File: config.mk
export PLATFORM = sky130hd
export DESIGN_NAME = sigma_sched_ctrl_flat
export DESIGN_NICKNAME = d
export VERILOG_FILES = /design/src/rtl/sigma_sched_ctrl_if.sv /design/src/rtl/sigma_sched_ctrl.sv /design/src/flat_wrapper.sv
export SDC_FILE = /design/constraint.sdc
export NUM_CORES = 2
export LEC_CHECK = 0
export BUFFER_PORTS_ARGS = -buffer_cell sky130_fd_sc_hd__buf_4
export CORE_UTILIZATION = 40
export CTS_CLUSTER_SIZE = 14
export DETAILED_ROUTE_END_ITERATION = 7
export GPL_ROUTABILITY_DRIVEN = 0
export GPL_TIMING_DRIVEN = 0
export HOLD_SLACK_MARGIN = 0.12
export SETUP_SLACK_MARGIN = 0.05
export SYNTH_ARGS = -nofsm -noshare
export SYNTH_HDL_FRONTEND = slang
export SYNTH_SLANG_ARGS = --single-unit
File: constraint.sdc
create_clock -name clk -period 30.4 [get_ports clk]
set_input_delay 4.56 -clock clk [delete_from_list [all_inputs] [get_ports clk]]
set_output_delay 4.56 -clock clk [all_outputs]
set_load 0.005 [all_outputs]
File: src/rtl/sigma_sched_ctrl_if.sv
// Purpose: load/output handshake bundle for the sigma message-schedule block.
// Latency: n/a (wiring only).
// Backpressure: in_* is valid/ready into the block; out_* is valid/ready out of it.
// Ports: in_valid/in_data/in_ready carry the 16 load words; out_valid/out_data/
//        out_ready carry the 64 schedule words. slave = block side, master = driver side.
interface sigma_sched_ctrl_if #(
  parameter int DATA_W = 32
);
  logic              in_valid;
  logic [DATA_W-1:0] in_data;
  logic              in_ready;
  logic              out_valid;
  logic [DATA_W-1:0] out_data;
  logic              out_ready;

  modport slave (
    input  in_valid, in_data, out_ready,
    output in_ready, out_valid, out_data
  );

  modport master (
    output in_valid, in_data, out_ready,
    input  in_ready, out_valid, out_data
  );
endinterface

File: src/rtl/sigma_sched_ctrl.sv
// Purpose: loads 16 words, then emits the 64-word sigma message schedule W[0..63].
// Latency: first word valid the cycle after the 16th load accept, then 1 word/cycle.
// Backpressure: output register holds while out_valid && !out_ready; in_ready only in LOAD.
// Ports: clk, rst (sync, active-low), run (start pulse, IDLE only),
//        sig0_c0..c2 / sig1_c0..c2 (rotate/rotate/shift amounts, bits [4:0] used),
//        io (slave modport: load + output handshakes), busy (not IDLE), done (1-cycle pulse).
module sigma_sched_ctrl #(
  parameter int DATA_W = 32
) (
  input  logic              clk,
  input  logic              rst,
  input  logic              run,
  input  logic [DATA_W-1:0] sig0_c0,
  input  logic [DATA_W-1:0] sig0_c1,
  input  logic [DATA_W-1:0] sig0_c2,
  input  logic [DATA_W-1:0] sig1_c0,
  input  logic [DATA_W-1:0] sig1_c1,
  input  logic [DATA_W-1:0] sig1_c2,
  sigma_sched_ctrl_if.slave io,
  output logic              busy,
  output logic              done
);

  typedef enum logic [1:0] {
    S_IDLE   = 2'd0,
    S_LOAD   = 2'd1,
    S_EXPAND = 2'd2,
    S_DONE   = 2'd3
  } state_e;

  state_e state_q, state_d;

  // cfg[0..2] = sigma0 amounts, cfg[3..5] = sigma1 amounts
  logic [5:0][4:0]   cfg_q, cfg_d;
  logic [3:0]        idx_q, idx_d;
  logic [6:0]        t_q, t_d;           // index of the next word to load into the output register
  logic              out_valid_q, out_valid_d;
  logic [DATA_W-1:0] out_data_q, out_data_d;

  logic [DATA_W-1:0] buf_q [16];
  logic              buf_we;
  logic [3:0]        buf_wa;
  logic [DATA_W-1:0] buf_wd;

  logic              in_acc;
  logic              out_adv;
  logic              last_acc;
  logic [3:0]        t_lo;
  logic [DATA_W-1:0] w_m2, w_m7, w_m15, w_m16, w_next;

  // Upper amount bits are intentionally ignored.
  logic unused_amt_hi;
  assign unused_amt_hi = ^{sig0_c0[DATA_W-1:5], sig0_c1[DATA_W-1:5], sig0_c2[DATA_W-1:5],
                           sig1_c0[DATA_W-1:5], sig1_c1[DATA_W-1:5], sig1_c2[DATA_W-1:5]};

  // Amount 0 is special-cased so no shift-by-DATA_W term is ever formed.
  function automatic logic [DATA_W-1:0] rotr(input logic [DATA_W-1:0] x, input logic [4:0] n);
    logic [5:0] inv;
    inv = 6'd32 - {1'b0, n};
    return (n == 5'd0) ? x : ((x >> n) | (x << inv));
  endfunction

  function automatic logic [DATA_W-1:0] sigma(input logic [DATA_W-1:0] x,
                                              input logic [4:0] a,
                                              input logic [4:0] b,
                                              input logic [4:0] c);
    return rotr(x, a) ^ rotr(x, b) ^ (x >> c);
  endfunction

  // The buffer holds W[t-16..t-1]; slot t mod 16 still holds W[t-16] when read,
  // and is overwritten with W[t] at the same edge.
  assign t_lo  = t_q[3:0];
  assign w_m2  = buf_q[t_lo - 4'd2];
  assign w_m7  = buf_q[t_lo - 4'd7];
  assign w_m15 = buf_q[t_lo - 4'd15];
  assign w_m16 = buf_q[t_lo];

  always_comb begin
    w_next = w_m16;
    if (t_q >= 7'd16) begin
      w_next = sigma(w_m2, cfg_q[3], cfg_q[4], cfg_q[5]) + w_m7
             + sigma(w_m15, cfg_q[0], cfg_q[1], cfg_q[2]) + w_m16;
    end
  end

  assign in_acc   = (state_q == S_LOAD) && io.in_valid;
  assign out_adv  = !out_valid_q || io.out_ready;
  assign last_acc = (state_q == S_EXPAND) && (t_q == 7'd64) && out_valid_q && io.out_ready;

  // ---------------- FSM: state register ----------------
  always_ff @(posedge clk) begin
    if (!rst) begin
      state_q <= S_IDLE;
    end else begin
      state_q <= state_d;
    end
  end

  // ---------------- FSM: next state ----------------
  always_comb begin
    state_d = state_q;
    case (state_q)
      S_IDLE:   if (run) state_d = S_LOAD;
      S_LOAD:   if (in_acc && (idx_q == 4'd15)) state_d = S_EXPAND;
      S_EXPAND: if (last_acc) state_d = S_DONE;
      S_DONE:   state_d = S_IDLE;
      default:  state_d = S_IDLE;
    endcase
  end

  // ---------------- FSM: outputs ----------------
  always_comb begin
    busy        = (state_q != S_IDLE);
    done        = (state_q == S_DONE);
    io.in_ready = (state_q == S_LOAD);
  end

  assign io.out_valid = out_valid_q;
  assign io.out_data  = out_data_q;

  // ---------------- datapath next values ----------------
  always_comb begin
    cfg_d       = cfg_q;
    idx_d       = idx_q;
    t_d         = t_q;
    out_valid_d = out_valid_q;
    out_data_d  = out_data_q;
    buf_we      = 1'b0;
    buf_wa      = idx_q;
    buf_wd      = io.in_data;

    case (state_q)
      S_IDLE: begin
        if (run) begin
          cfg_d = {sig1_c2[4:0], sig1_c1[4:0], sig1_c0[4:0],
                   sig0_c2[4:0], sig0_c1[4:0], sig0_c0[4:0]};
          idx_d = 4'd0;
          t_d   = 7'd0;
        end
      end
      S_LOAD: begin
        if (in_acc) begin
          buf_we = 1'b1;
          idx_d  = idx_q + 4'd1;
          // On the last load, W[0] (already in slot 0) goes straight to the
          // output register so the first word appears one cycle later.
          if (idx_q == 4'd15) begin
            out_valid_d = 1'b1;
            out_data_d  = buf_q[0];
            t_d         = 7'd1;
          end
        end
      end
      S_EXPAND: begin
        if (out_adv) begin
          if (t_q < 7'd64) begin
            out_valid_d = 1'b1;
            out_data_d  = w_next;
            t_d         = t_q + 7'd1;
            if (t_q >= 7'd16) begin
              buf_we = 1'b1;
              buf_wa = t_lo;
              buf_wd = w_next;
            end
          end else begin
            out_valid_d = 1'b0;
          end
        end
      end
      S_DONE: begin
        out_valid_d = 1'b0;
        t_d         = 7'd0;
        idx_d       = 4'd0;
      end
      default: ;
    endcase
  end

  // ---------------- datapath registers ----------------
  always_ff @(posedge clk) begin
    if (!rst) begin
      cfg_q       <= '0;
      idx_q       <= 4'd0;
      t_q         <= 7'd0;
      out_valid_q <= 1'b0;
      out_data_q  <= '0;
    end else begin
      cfg_q       <= cfg_d;
      idx_q       <= idx_d;
      t_q         <= t_d;
      out_valid_q <= out_valid_d;
      out_data_q  <= out_data_d;
    end
  end

  // Buffer is rewritten in LOAD before any read, so it needs no reset.
  always_ff @(posedge clk) begin
    if (buf_we) begin
      buf_q[buf_wa] <= buf_wd;
    end
  end

endmodule
File: src/flat_wrapper.sv
// flat-port wrapper written by rule: the top's interface ports become plain ports
module sigma_sched_ctrl_flat 
#(
  parameter int DATA_W = 32
)
  (clk, rst, run, sig0_c0, sig0_c1, sig0_c2, sig1_c0, sig1_c1, sig1_c2, busy, done, io_in_valid, io_in_data, io_out_ready, io_in_ready, io_out_valid, io_out_data);
  sigma_sched_ctrl_if #(.DATA_W(DATA_W)) io_i ();
  input  logic clk;
  input  logic rst;
  input  logic run;
  input  logic [DATA_W-1:0] sig0_c0;
  input  logic [DATA_W-1:0] sig0_c1;
  input  logic [DATA_W-1:0] sig0_c2;
  input  logic [DATA_W-1:0] sig1_c0;
  input  logic [DATA_W-1:0] sig1_c1;
  input  logic [DATA_W-1:0] sig1_c2;
  output logic busy;
  output logic done;
  input wire logic [$bits(io_i.in_valid)-1:0] io_in_valid;
  input wire logic [$bits(io_i.in_data)-1:0] io_in_data;
  input wire logic [$bits(io_i.out_ready)-1:0] io_out_ready;
  output wire logic [$bits(io_i.in_ready)-1:0] io_in_ready;
  output wire logic [$bits(io_i.out_valid)-1:0] io_out_valid;
  output wire logic [$bits(io_i.out_data)-1:0] io_out_data;
  assign io_i.in_valid = io_in_valid;
  assign io_i.in_data = io_in_data;
  assign io_i.out_ready = io_out_ready;
  assign io_in_ready = io_i.in_ready;
  assign io_out_valid = io_i.out_valid;
  assign io_out_data = io_i.out_data;
  sigma_sched_ctrl #(.DATA_W(DATA_W)) u_core (.clk(clk), .rst(rst), .run(run), .sig0_c0(sig0_c0), .sig0_c1(sig0_c1), .sig0_c2(sig0_c2), .sig1_c0(sig1_c0), .sig1_c1(sig1_c1), .sig1_c2(sig1_c2), .io(io_i), .busy(busy), .done(done));
endmodule
Word-level counts from Yosys, hierarchy flattened
Memory sizes are Yosys's and may differ from the RTL's. A register that Yosys moved wholly into a read port is not among the register bits.
Index checks and enable logic that the tools add are counted.
{"block": "totals", "ff_bits": 76, "mem_bits_ro": 0, "mem_bits_rw": 512, "latchBits": 0, "n_memories": 1}
{"block": "classes", "n_reduce_logical": 22, "div": 0, "shift": 10, "n_mul": 0, "n_lt_le_gt_ge": 2, "muxes": 45, "addsub": 12, "bitwise": 8, "n_eq_ne": 12}
{"name": "u_core.buf_q", "depth": 16, "width": 32, "rd": 5, "rd_clocked_by_memory_dff": 1, "wr": 1, "line_no": "sigma_sched_ctrl.sv:40", "rtl": "logic [DATA_W-1:0] buf_q [16];"}
{"operator": "two-way mux 32 bit", "count": 13}
{"operator": "right shift 32 x 5 -> 32 bit", "count": 6}
{"operator": "bitwise OR 32 bit", "count": 4}
{"operator": "left shift 32 x 6 -> 32 bit", "count": 4}
{"operator": "bitwise XOR 32 bit", "count": 4}
{"operator": "adder 32 bit", "count": 3}
{"operator": "one-hot mux 32 bit (2 select lines)", "count": 1}
{"operator": "two-way mux 7 bit", "count": 5}
{"operator": "two-way mux 4 bit", "count": 8}
{"operator": "one-hot mux 7 bit (4 select lines)", "count": 1}
{"operator": "subtractor 6 x 5 -> 6 bit (first input constant)", "count": 4}
{"operator": "logical NOT 5 bit", "count": 4}
{"operator": "one-hot mux 4 bit (3 select lines)", "count": 1}
{"operator": "two-way mux 1 bit", "count": 10}
{"operator": "!= test 2 x 1 -> 1 bit (second input constant)", "count": 5}
{"operator": "AND reduction 5 bit", "count": 2}
{"operator": "one-hot mux 2 bit (4 select lines)", "count": 1}
{"operator": "adder 7 x 1 -> 7 bit (second input constant)", "count": 1}
{"operator": "== test 7 bit (second input constant)", "count": 1}
{"operator": "greater-or-equal comparator 7 x 5 -> 1 bit (second input constant)", "count": 1}
{"operator": "less-than comparator 7 bit (second input constant)", "count": 1}
{"operator": "two-way mux 2 bit", "count": 3}
{"operator": "AND reduction 3 bit", "count": 2}
{"operator": "nonzero test 3 bit", "count": 2}
{"operator": "other kinds (17)", "count": 24}

Logic depth before layout (Yosys ltp)
An unclocked memory read counts as a cell.
{"block": "logic_depth", "ltp_word": 15, "ltp_mapped": 42}

Worst setup path before layout
OpenSTA, ideal clock, no wires.
{"block": "synth_path", "kind": "register -> register", "startpoint": "register u_core.t_q[1]", "endpoint": "memory u_core.buf_q[0][20], data pin", "path_slack_ns": 20.192, "arrival_ns": 9.878, "path_stages_with_launch": 39, "setup_time_ns": 0.330, "required_ns": 30.070, "path_cell_list": "dfxtp_1 buf_2 clkbuf_1 clkbuf_1 clkbuf_1 inv_1 ha_1 buf_2 clkbuf_1 clkbuf_1 mux4_2 mux4_2 clkbuf_1 mux4_2 nand2_1 nand2_1 mux4_2 a211o_1 (+3 left out) fa_1 inv_1 fa_1 inv_1 ha_1 o21a_1 o21ai_0 nor2_1 a221o_1 a31oi_1 o21ai_0 a31o_2 a211oi_1 nor2_1 or2_2 a21oi_1 xor2_1 o21ai_0"}
{"block": "synth_via", "elab_chain_len": 15, "word_cells_on_any_way": 36}
{"item": "from (decl)", "line_no": "sigma_sched_ctrl.sv:36", "rtl": "logic [6:0] t_q, t_d;"}
{"item": "from (signal assigned)", "line_no": "sigma_sched_ctrl.sv:190", "rtl": "t_q <= t_d;"}
{"item": "subtractor 4 x 2 -> 4 bit", "line_no": "sigma_sched_ctrl.sv:73", "rtl": "assign w_m2 = buf_q[t_lo - 4'd2];"}
{"item": "memory (16 x 32 bit)"}
{"item": "left shift 32 x 6 -> 32 bit or right shift 32 x 5 -> 32 bit (tied branches)", "line_no": "sigma_sched_ctrl.sv:60", "rtl": "return (n == 5'd0) ? x : ((x >> n) | (x << inv));"}
{"item": "bitwise OR 32 bit", "line_no": "sigma_sched_ctrl.sv:60"}
{"item": "two-way mux 32 bit", "line_no": "sigma_sched_ctrl.sv:60"}
{"item": "bitwise XOR 32 bit (2 in series)", "line_no": "sigma_sched_ctrl.sv:67", "rtl": "return rotr(x, a) ^ rotr(x, b) ^ (x >> c);"}
{"item": "adder 32 bit", "line_no": "sigma_sched_ctrl.sv:81", "rtl": "w_next = sigma(w_m2, cfg_q[3], cfg_q[4], cfg_q[5]) + w_m7"}
{"item": "adder 32 bit (2 in series)", "line_no": "sigma_sched_ctrl.sv:82", "rtl": "+ sigma(w_m15, cfg_q[0], cfg_q[1], cfg_q[2]) + w_m16;"}
{"item": "two-way mux 32 bit", "line_no": "sigma_sched_ctrl.sv:80", "rtl": "if (t_q >= 7'd16) begin"}
{"item": "two-way mux 32 bit", "line_no": "sigma_sched_ctrl.sv:160", "rtl": "if (t_q >= 7'd16) begin"}
{"item": "two-way mux 32 bit *", "line_no": "sigma_sched_ctrl.sv:156", "rtl": "if (t_q < 7'd64) begin"}
{"item": "two-way mux 32 bit *", "line_no": "sigma_sched_ctrl.sv:155", "rtl": "if (out_adv) begin"}
{"item": "two-way mux 32 bit *", "line_no": "sigma_sched_ctrl.sv:132", "rtl": "case (state_q)"}
{"item": "named net u_core.buf_wd[20]", "line_no": "sigma_sched_ctrl.sv:43", "rtl": "logic [DATA_W-1:0] buf_wd;"}
{"item": "to (decl)", "line_no": "sigma_sched_ctrl.sv:40"}
The timed path passes the listed nets; every way through them passes the cells marked *.

Worst setup path in the final report
{"block": "layout_path", "startpoint": "register u_core.t_q[1]", "endpoint": "memory u_core.buf_q[9][31], data pin"}
The elaborated chain is that of the path after synthesis.

==> flow_summary.toml <==
[critical_path]
crit_fanout = 16
cp_data_arrival_time_ns = 17.11
critPathRequiredTime_ns = 30.72
crit_type = "register to register"
setup.worst_path.end_class = "register"
start_kind = "register"
cpMostUsedCell = "clkbuf_1"
max_stage_delay_ns = 1.29
cp_slowest_cell = "mux2i_1"

[drt]
vias = 51400
wl_per_cell_um = 37.5
drt_pass1_iterations = 8
drtIter0Drc = 10200
drcViolationCount = 10
ant_nets = 0
finalWirelength_um = 263000
routed_via_density = 7.33

[sta]
finalSetupViolations = 0
finalHoldViolations = 0
rsz0062_at_grt = "no"
finClkSkew_ns = 0.0375
timing.final.crit_share_pct = 55.2
period_minus_slack_ns = 16.79
fin_ws_ns = 13.61
drv_slew = 47
relSlewSlack_pct = -15.5
max_freq_mhz = 59.6
worst_slew_pin_slew_ns = 1.73
fin_tns_setup_ns = 0

[floorplanning]
io_pins = 265
core_sq_um = 135000
chipHeight_um = 372
initial_core_util_pct = 40.4
die_area_sq_um = 138000
die_x_um = 372
rows = 135

[finish]
drive_gt1_share_pct = 21.3
fin_nets = 5505
syn_to_final_growth_pct = 12.0
num-fill-cells = 12500

[synthesis]
async_flop_share_pct = 0
syn_inst = 4943
synth_xor_area_share_pct = 2.54
synthDistinctLibCells = 80
synth-edff-count = 512
ys_ff_latch = 592
syn_area_sq_um = 54700
synth-compound-area-share_pct = 12.0
syn_nets = 5284
syn-mean-instance-area_sq_um = 11.1
synth_ff_type = "edfxtp_1"
ys_seq_area_share_pct = 31.0
synth_mux_area_share_pct = 37.2
synth_top_family_by_area = "multiplexers"
synth_fa_ha_area_share_pct = 3.41
synthSimpleGateAreaFrac_pct = 9.33
yosysWarnings = 0

[run_status]
violations = "design-rule violations, max-capacitance violations, max-slew violations"
status = "finished with violations"

[placement]
io_buffers = 102
dp_hpwl_um = 197000
post-place-ws_ns = 13.99

[clock_tree]
cts_hold_buf = 0
cts_resized = 0
cts_tree = "yes"
cts_root_buffer = "clkbuf_16"
cts_made_buffers = 70
clock_latency_ns = 0.69
clk_pin_slew_worst_paths_ns = 0.06
clock-sinks = 592
cts_buffer_depth = 3
htreeDepth = 3
post_cts_buffers = 0

[global_route]
grt_max_degree = 19
grt_usage_pct = 37.3
first_global_vias = 47400
grt_remaining_overflow = 0
antenna_found_initial = 8
grt_pass1_wl_um = 362000

[worst_hold_path]
min_path_type = "register to register"

[run]
cap_violations = 5
[stage by stage]
stage | instance area (sq um) | util, % | hold WS [ns] | instances
after floorplan | 54700 | - | 0.446 | 4943
after global placement | 57700 | 42.6 | 0.444 | 6826
after CTS | 61100 | 45.1 | 0.459 | 7000
final | 61200 | 45.2 | 0.461 | 7013
after global routing | 61200 | 45.2 | 0.490 | 7003
after detailed placement | 58700 | 43.4 | 0.444 | 6870
[state kept, by name, indices dropped and copies added (netlist names), named ones only]
name	count
u_core.state_q	2
u_core.buf_q	512
u_core.io.out_valid	1
u_core.t_q	7
u_core.io.out_data	32
u_core.idx_q	4
u_core.cfg_q	30
[synthesized netlist by cell type (all sizes together), types with 10 or more instances]
master / instances / area share, %
mux4: 652 / 27
nand2: 575 / 3.9
edfxtp: 512 / 28
mux2i: 474 / 8.7
nor2: 359 / 2.5
clkbuf: 357 / 2.5
a21oi: 333 / 3.0
o21ai: 229 / 2.1
buf: 135 / 1.1
inv: 128 / 0.88
a211oi: 100 / 1.4
xnor2: 95 / 1.5
o211ai: 84 / 1.2
dfxtp: 80 / 2.9
mux2: 79 / 1.6
nand3: 71 / 0.65
fa: 62 / 2.3
xor2: 60 / 0.97
nor3: 58 / 0.53
ha: 50 / 1.1
o22ai: 40 / 0.46
a31oi: 38 / 0.43
and2: 38 / 0.43
a221oi: 26 / 0.42
a211o: 25 / 0.40
and3: 19 / 0.22
nand2b: 19 / 0.22
a21o: 18 / 0.25
nor2b: 17 / 0.19
o221ai: 16 / 0.26
a221o: 14 / 0.26
a22oi: 14 / 0.19
a2111oi: 12 / 0.19
o21a: 12 / 0.16
or3: 11 / 0.13
nand4: 10 / 0.11
[metal layers]
metal | wire length, um | vias up | global-route usage [%]
met5 | 297 | - | 0.804
met4 | 24500 | 18 | 25.5
met3 | 47100 | 1300 | 17.8
met2 | 104000 | 5339 | 51.9
met1 | 86600 | 25000 | 45.4
li1 | - | 19800 | -
[final timing paths]
check / from / end / slack [ns] / depth (start not counted)
min: u_core.io.out_data[11] / u_core.io.out_data[11] / 0.46 / 2
min reg2reg: u_core.io.out_data[11] / u_core.io.out_data[11] / 0.46 / 2
max reg2reg: u_core.t_q[1] / u_core.buf_q[9][31] / 13.61 / 38
max: u_core.t_q[1] / u_core.buf_q[9][31] / 13.61 / 38
[cells in the final DEF (no fill, tap or decap), types with 17 or more instances in the layout]
cell type    n
a221oi_1    25
o22ai_1     40
nand2_1    575
clkbuf_1   367
dfxtp_1     80
mux2_2      79
nand3_1     71
buf_1       77
nor2_1     343
nor2b_1     17
buf_2       46
a211o_1     25
a21oi_1    333
o211ai_1    84
a21o_1      18
fa_1        62
xnor2_1     93
a211oi_1   100
nor3_1      58
and3_1      19
o21ai_0    223
and2_1      35
mux2i_1    464
xor2_1      59
nand2b_1    19
clkbuf_16   73
ha_1        50
edfxtp_1   512
mux4_2     652
buf_4      115
inv_1      117
a31oi_1     38
[worst max-delay path: cells and delay by family, from the launching register on]
kind / cells / cell delay, ns
mux: 3 / 1.82
compound gates: 13 / 5.03
flops: 1 / 0.35
simple gates: 5 / 0.54
fa+ha+maj: 5 / 2.05
xor+xnor: 2 / 0.83
buf+inv: 10 / 5.73
[cells by family after synthesis]
| kind of cell | Yosys count |
|---|---|
| AOI/OAI and AO/OA | 1042 |
| xor gates and xnor gates | 156 |
| adders and majority gates | 112 |
| buffers and inverters | 628 |
| DFF | 592 |
| muxes | 1205 |
| and+or+nand+nor | 1208 |
[final cells by class]
class                   count  area (sq um)  share of cell area, %
multi-input cells        3723         35400                   57.9
flip-flops and latches    592         17000                   27.7
well taps                1781          2230                   3.64
plain buffers             492          1970                   3.22
clock buffers              87          1890                   3.09
repair buffers            149          1670                   2.73
clock inverters            43           524                  0.856
inverters                 136           510                  0.834
diodes                     10          25.0                 0.0409
Power is left out: the tool's default activity adds up to more than one toggle a clock period on the data nets, which glitch-free logic cannot reach.
